$ cat config.mk
export PLATFORM = sky130hd
export DESIGN_NAME = fetch_unit
export DESIGN_NICKNAME = d
export VERILOG_FILES = /design/src/rtl/rv32_pkg.sv /design/src/rtl/fetch_unit_hold_buf.sv /design/src/rtl/fetch_unit.sv
export SDC_FILE = /design/constraint.sdc
export NUM_CORES = 1
export LEC_CHECK = 0
export ABC_AREA = 1
export CORE_ASPECT_RATIO = 0.75
export CORE_MARGIN = 2
export CORE_UTILIZATION = 45
export CTS_CLUSTER_DIAMETER = 40
export CTS_CLUSTER_SIZE = 40
export DETAILED_ROUTE_END_ITERATION = 8
export PLACE_DENSITY = 0.73
export SLEW_MARGIN = 20
export SYNTH_ARGS = -nofsm -noshare
export SYNTH_HDL_FRONTEND = slang
export SYNTH_HIERARCHICAL = 1
export SYNTH_SLANG_ARGS = --single-unit
$ cat constraint.sdc
create_clock -name clk -period 1.95 [get_ports clk]
set_input_delay 0.39 -clock clk [delete_from_list [all_inputs] [get_ports clk]]
set_output_delay 0.39 -clock clk [all_outputs]
set_load 0.02 [all_outputs]
$ cat src/rtl/rv32_pkg.sv
// Shared RV32I pipeline constants used by the fetch stage.
package rv32_pkg;
  localparam int unsigned     XLEN     = 32;
  localparam logic [31:0]     NOP_INST = 32'h0000_0013;
  localparam logic [XLEN-1:0] RESET_PC = 32'h0000_0000;
  localparam logic [XLEN-1:0] PC_STEP  = 32'd4;
endpackage

$ cat src/rtl/fetch_unit_hold_buf.sv
// One-entry {pc, inst} holding register that parks a fetched word while
// IF/ID is stalled. Flush has priority over clear, clear over capture.
module fetch_hold_buf #(
  parameter int unsigned PC_W = 32
) (
  input  logic            clk,
  input  logic            rst,
  input  logic            capture_i,
  input  logic            clear_i,
  input  logic            flush_i,
  input  logic [PC_W-1:0] pc_i,
  input  logic [31:0]     inst_i,
  output logic            vld_o,
  output logic [PC_W-1:0] pc_o,
  output logic [31:0]     inst_o
);

  logic            vld_q, vld_d;
  logic [PC_W-1:0] pc_q, pc_d;
  logic [31:0]     inst_q, inst_d;

  // Next-state: drop the entry on flush or consumption, load it on capture.
  always_comb begin
    vld_d  = vld_q;
    pc_d   = pc_q;
    inst_d = inst_q;
    if (flush_i || clear_i) begin
      vld_d = 1'b0;
    end else if (capture_i) begin
      vld_d  = 1'b1;
      pc_d   = pc_i;
      inst_d = inst_i;
    end
  end

  // State register with synchronous active-low reset.
  always_ff @(posedge clk) begin
    if (!rst) begin
      vld_q  <= 1'b0;
      pc_q   <= '0;
      inst_q <= '0;
    end else begin
      vld_q  <= vld_d;
      pc_q   <= pc_d;
      inst_q <= inst_d;
    end
  end

  assign vld_o  = vld_q;
  assign pc_o   = pc_q;
  assign inst_o = inst_q;

endmodule

$ cat src/rtl/fetch_unit.sv
// RV32I instruction-fetch stage: owns the PC, drives a 1-cycle-latency
// synchronous instruction memory, absorbs stalls through a one-entry hold
// buffer and accepts EX-stage redirects.
module fetch_unit import rv32_pkg::PC_STEP; #(
  parameter int unsigned     XLEN     = rv32_pkg::XLEN,
  parameter logic [XLEN-1:0] RESET_PC = rv32_pkg::RESET_PC,
  parameter logic [31:0]     NOP_INST = rv32_pkg::NOP_INST
) (
  input  logic            clk,
  input  logic            rst,
  input  logic            stall,
  input  logic            redirect,
  input  logic [XLEN-1:0] redirect_pc,
  output logic            imem_en,
  output logic [XLEN-1:0] imem_addr,
  input  logic [31:0]     imem_rdata,
  output logic [XLEN-1:0] f_pc,
  output logic [31:0]     f_inst,
  output logic            f_valid,
  output logic            ifid_load
);

  logic [XLEN-1:0] pc_q, pc_d;
  logic            req_vld_q, req_vld_d;
  logic [XLEN-1:0] req_pc_q, req_pc_d;

  logic            issue;
  logic            hold_vld;
  logic [XLEN-1:0] hold_pc;
  logic [31:0]     hold_inst;
  logic            hold_capture;
  logic            hold_clear;

  assign issue     = rst & ~stall & ~redirect;
  assign imem_en   = issue;
  assign imem_addr = pc_q;
  assign ifid_load = ~rst | ~stall | redirect;

  // Park the in-flight response only on the first stall cycle; the entry is
  // consumed on the first non-stalled cycle, when IF/ID loads it.
  assign hold_capture = stall & ~redirect & req_vld_q & ~hold_vld;
  assign hold_clear   = ~stall & hold_vld;

  fetch_hold_buf #(
    .PC_W (XLEN)
  ) u_hold (
    .clk       (clk),
    .rst       (rst),
    .capture_i (hold_capture),
    .clear_i   (hold_clear),
    .flush_i   (redirect),
    .pc_i      (req_pc_q),
    .inst_i    (imem_rdata),
    .vld_o     (hold_vld),
    .pc_o      (hold_pc),
    .inst_o    (hold_inst)
  );

  // PC and in-flight tracking next-state: redirect beats request issue.
  always_comb begin
    pc_d      = pc_q;
    req_vld_d = 1'b0;
    req_pc_d  = req_pc_q;
    if (redirect) begin
      pc_d = {redirect_pc[XLEN-1:2], 2'b00};
    end else if (issue) begin
      pc_d      = pc_q + XLEN'(PC_STEP);
      req_vld_d = 1'b1;
      req_pc_d  = pc_q;
    end
  end

  // PC and in-flight registers with synchronous active-low reset.
  always_ff @(posedge clk) begin
    if (!rst) begin
      pc_q      <= RESET_PC;
      req_vld_q <= 1'b0;
      req_pc_q  <= '0;
    end else begin
      pc_q      <= pc_d;
      req_vld_q <= req_vld_d;
      req_pc_q  <= req_pc_d;
    end
  end

  // Payload select: held word first, then the fresh memory response.
  always_comb begin
    f_valid = 1'b0;
    f_pc    = '0;
    f_inst  = NOP_INST;
    if (rst && !redirect) begin
      if (hold_vld) begin
        f_valid = 1'b1;
        f_pc    = hold_pc;
        f_inst  = hold_inst;
      end else if (req_vld_q) begin
        f_valid = 1'b1;
        f_pc    = req_pc_q;
        f_inst  = imem_rdata;
      end
    end
  end

endmodule
**After elaboration in Yosys (flattened, before gate mapping)**

Index checks and enable logic that the tools add are counted.

- Memory bits (writable): 0
- Output and inout port bits: 99
- Register bits: 130
- Memories kept: 0
- Bits in latches: 0
- ROM bits: 0

- Bitwise logic cells: 13
- Multiply operators: 0
- Muxes and demuxes: 12
- Reduce and logical (&&, ||, !) cells: 8
- Div/mod/pow operators: 0
- Add/sub/neg operators: 1
- Eq/ne operators: 0
- Shift operators: 0
- Order comparisons: 0

Operator list:

| cell | count |
|---|---|
| two-way mux 32 bit | 8 |
| adder 32 x 3 -> 32 bit (second input constant) | 1 |
| AND 1 bit | 6 |
| inverter 1 bit | 5 |
| two-way mux 1 bit | 4 |
| AND reduction 2 bit | 2 |
| OR reduction 2 bit | 2 |
| OR 1 bit | 2 |
| nonzero test 2 bit | 1 |
| logical AND 1 bit | 1 |
| zero test 1 bit | 1 |
| logical OR 1 bit | 1 |

**Depth between registers and ports, before layout**

- Depth in word-level cells: 5
- Gate-level depth with buffers: 11
- Gate-level depth less buffers: 10

**Hierarchy**

The synthesis kept the hierarchy.

Modules (own cells, without submodules):

| module | area each (µm²) | cells each | instances | seq. area each (µm²) |
|---|---|---|---|---|
| fetch_unit | 4,090.2 | 666 | 1 | 1,221.2 |
| fetch_hold_buf | 2,935.3 | 423 | 1 | 1,301.2 |

**Worst setup path after synthesis**

Ideal clock, no wire load.

- Path type: input-to-output
- From: in rst
- To: out f_pc[12]
- Path slack: 4 ps
- Data arrival time: 1,556 ps
- Stages: 7
- Path buffers: 3
- Cell sequence: buf_4 nand2_2 buf_2 inv_1 nand2_1 buf_2 o21ai_0

- Cells in the longest elaborated chain, start to end: 2

RTL lines:

| element | line | RTL |
|---|---|---|
| start: declaration | fetch_unit.sv:10 | `input logic rst,` |
| logical AND 1 bit | fetch_unit.sv:91 | `if (rst && !redirect) begin` |
| two-way mux 32 bit | fetch_unit.sv:91 |  |
| end: declaration | fetch_unit.sv:17 | `output logic [XLEN-1:0] f_pc,` |

Every way passes these cells.

**Worst setup path in the final report**

- From: reg u_hold.vld_q, in the netlist u_hold/vld_o
- To: out f_pc[6]

- Cells in the longest elaborated chain, start to end: 2

RTL lines:

| element | line | RTL |
|---|---|---|
| start: declaration | fetch_unit_hold_buf.sv:18 | `logic vld_q, vld_d;` |
| start signal: assignment | fetch_unit_hold_buf.sv:43 | `vld_q <= vld_d;` |
| two-way mux 32 bit | fetch_unit.sv:92 | `if (hold_vld) begin` |
| two-way mux 32 bit | fetch_unit.sv:91 |  |

Every way passes these cells.

==> flow_summary.json <==
{
  "place_congestion": 0.923,
  "path_max_fanout": 6,
  "h-tree-depth": 4,
  "die_y_microns": 112,
  "grt_pass1_wl_microns": 34700,
  "post_drt_via_cell_ratio": 5.27,
  "vias": 7856,
  "ctsLongestPathBuffers": 2,
  "mostFrequentLayoutCells": "nand2_1, nor2_1, inv_1, nand3_1, dfxtp_1",
  "start_kind": "register",
  "drtIter0Drc": 640,
  "final_common_cell": "nand2_1",
  "fin_skew_ps": 10.4,
  "antenna_cells": 0,
  "cts_buffers": 17,
  "leakagePower_nw": 4.43,
  "ant_nets": 0,
  "cts_tree": "done",
  "ys_ff_latch": 126,
  "critPathCaptureType": "output port",
  "finalSetupTns_ps": -601,
  "clk_pin_slew_ps": 60,
  "netlist.area_leader.share_pct": 35.9,
  "outcome": "finished with violations",
  "max_slew_margin_pct": 54.2,
  "clock-sinks": 126,
  "min_period_ps": 2000,
  "synth_area_leaders": "dfxtp_1, nand2_1, nor2_1",
  "finalInstanceArea_sq_mm": 0.0102,
  "worst_slack_ps": -54.6,
  "final_max_slew_viol_count": 0,
  "cts_root_buf": "clkbuf_16",
  "wl_microns": 22100,
  "ir_worst_vdd_mv": 0.559,
  "core_area_sq_mm": 0.0153,
  "synth_top_area_cell": "dfxtp_1",
  "ioPinCount": 167,
  "path_class": "reg2out",
  "clk_latency_ps": 410,
  "nFillCells": 1376,
  "drt_first_pass_iters": 5,
  "tightest_slew_ps": 687,
  "dp_slack_ps": -752,
  "dieArea_sq_mm": 0.0166,
  "grt_pass1_vias": 6924,
  "finish.utilization_pct": 66.7,
  "wire_per_inst_microns": 14.8,
  "port-buffer-count": 162,
  "violations": "setup timing",
  "ff_latch_area_sq_mm": 0.00253,
  "multi_input_area_sq_mm": 0.00382,
  "hpwl_microns": 14500,
  "netlist-cell-type-count": 39,
  "crit_arrival_ps": 1610,
  "start_util_pct": 46.0,
  "synth-seq-area-share_pct": 35.9,
  "whs_ps": 445,
  "rsz0062_at_grt": "true",
  "syn_avg_cell_area_sq_um": 6.45,
  "drc_errors": 0,
  "yosys_warnings": 6,
  "cap_violations": 0,
  "drive_gt1_share_pct": 19.8,
  "dpl_cell_area_sq_mm": 0.00914,
  "rows": 39,
  "required_ps": 1560,
  "synth_area_sq_mm": 0.00703,
  "grt_use_total_pct": 25.8,
  "setup_viol": 29,
  "grt-ovfl-total": 0,
  "antenna_found_initial": 0,
  "powerDensity_mw_per_mm2": 680,
  "synth_cells": 1089,
  "hold_class": "in2reg",
  "syn2layout_area_growth_pct": 44.9,
  "hold_violations": 0,
  "grt_max_degree": 63,
  "finalCritPeriodShare_pct": 103,
  "layout.nets": 1343,
  "cts_hold_buf": 0,
  "fmax_mhz": 499,
  "die_x_microns": 148
}
==> sequential cells by signal, indices dropped and copies added (netlist names) <==
name           flops
req_pc_q          30
u_hold/inst_o     32
req_vld_q          1
u_hold/pc_o       32
u_hold/vld_o       1
imem_addr         30
==> per-layer routing <==
metal | GRT usage, % | routed length [microns]
met2 | 39.2 | 9860
met1 | 37.4 | 10100
met5 | 0 | 0
met3 | 4.92 | 1840
met4 | 7.37 | 342
==> critical path, cell delays in order (launching register included) <==
cell	delay, ps
dfxtp_4	360
nor2_4	180
buf_6	140
nand2_8	70
buf_12	150
o21ai_4	160
buf_6	130
==> what timing repair did <==
item,4_1_cts,5_1_grt
pin swaps,5,15
endpoints found under the setup margin,69,67
gates cloned,3,1
gates resized for setup,383,74
buffers inserted,8,9
==> cells in the mapped netlist, drive strengths merged <==
cell type / number
a21boi: 1
nand3: 125
nor3: 7
buf: 60
dfxtp: 126
o211ai: 3
a31o: 4
a21oi: 76
nor4: 1
and2: 1
xor2: 2
nand3b: 7
a211oi: 5
a31oi: 5
nor2: 181
o31ai: 2
nand4: 12
o21ai: 58
clkbuf: 17
ha: 1
o21a: 1
inv: 154
and3: 1
a41oi: 2
o21bai: 1
conb: 1
nand2: 193
a22oi: 41
a22o: 1
==> final timing paths <==
check	startpoint	end	slack, ps	cells past startpoint
max	u_hold/vld_o	f_pc[6]	-50	6
min	rst	req_vld_q	450	4
max reg2reg	imem_addr[2]	imem_addr[18]	100	10
min reg2reg	u_hold/pc_o[23]	u_hold/pc_o[23]	480	2
==> area by class of cell <==
type                       instances  share of cell area, %
timing repair buffer             240                   23.6
inverter                         154                   5.68
multi-input combinational        735                   37.5
clock inverter                    14                   1.54
tap                              205                   2.52
sequential                       126                   24.8
clock buffer                      18                   4.31
==> metrics by stage <==
| step | power (W) | cells |
|---|---|---|
| after floorplan | 0.00327 | 1092 |
| after global placement | 0.00367 | 1443 |
| after detailed placement | 0.00368 | 1443 |
| after CTS | 0.00693 | 1486 |
| after global routing | 0.00719 | 1492 |
| final | 0.00693 | 1492 |
==> cell families after synthesis <==
family	share of synthesized area [%]
DFF	35.9
xor gates and xnor gates	0.249
adders and majority gates	0.178
and+or+nand+nor	32.4
AOI/OAI and AO/OA	16.6
other	0.0534
buffers and inverters	14.6
==> report_power, final <==
part	leakage, nW	total, W	internal, W	switching (W)
combinational	3.12	0.000956	0.000434	0.000522
sequential	1.03	0.00275	0.00266	0.0000853
clock	0.281	0.00322	0.00194	0.00128
total	4.43	0.00693	0.00503	0.00189
(Power assumes the default switching activity.)
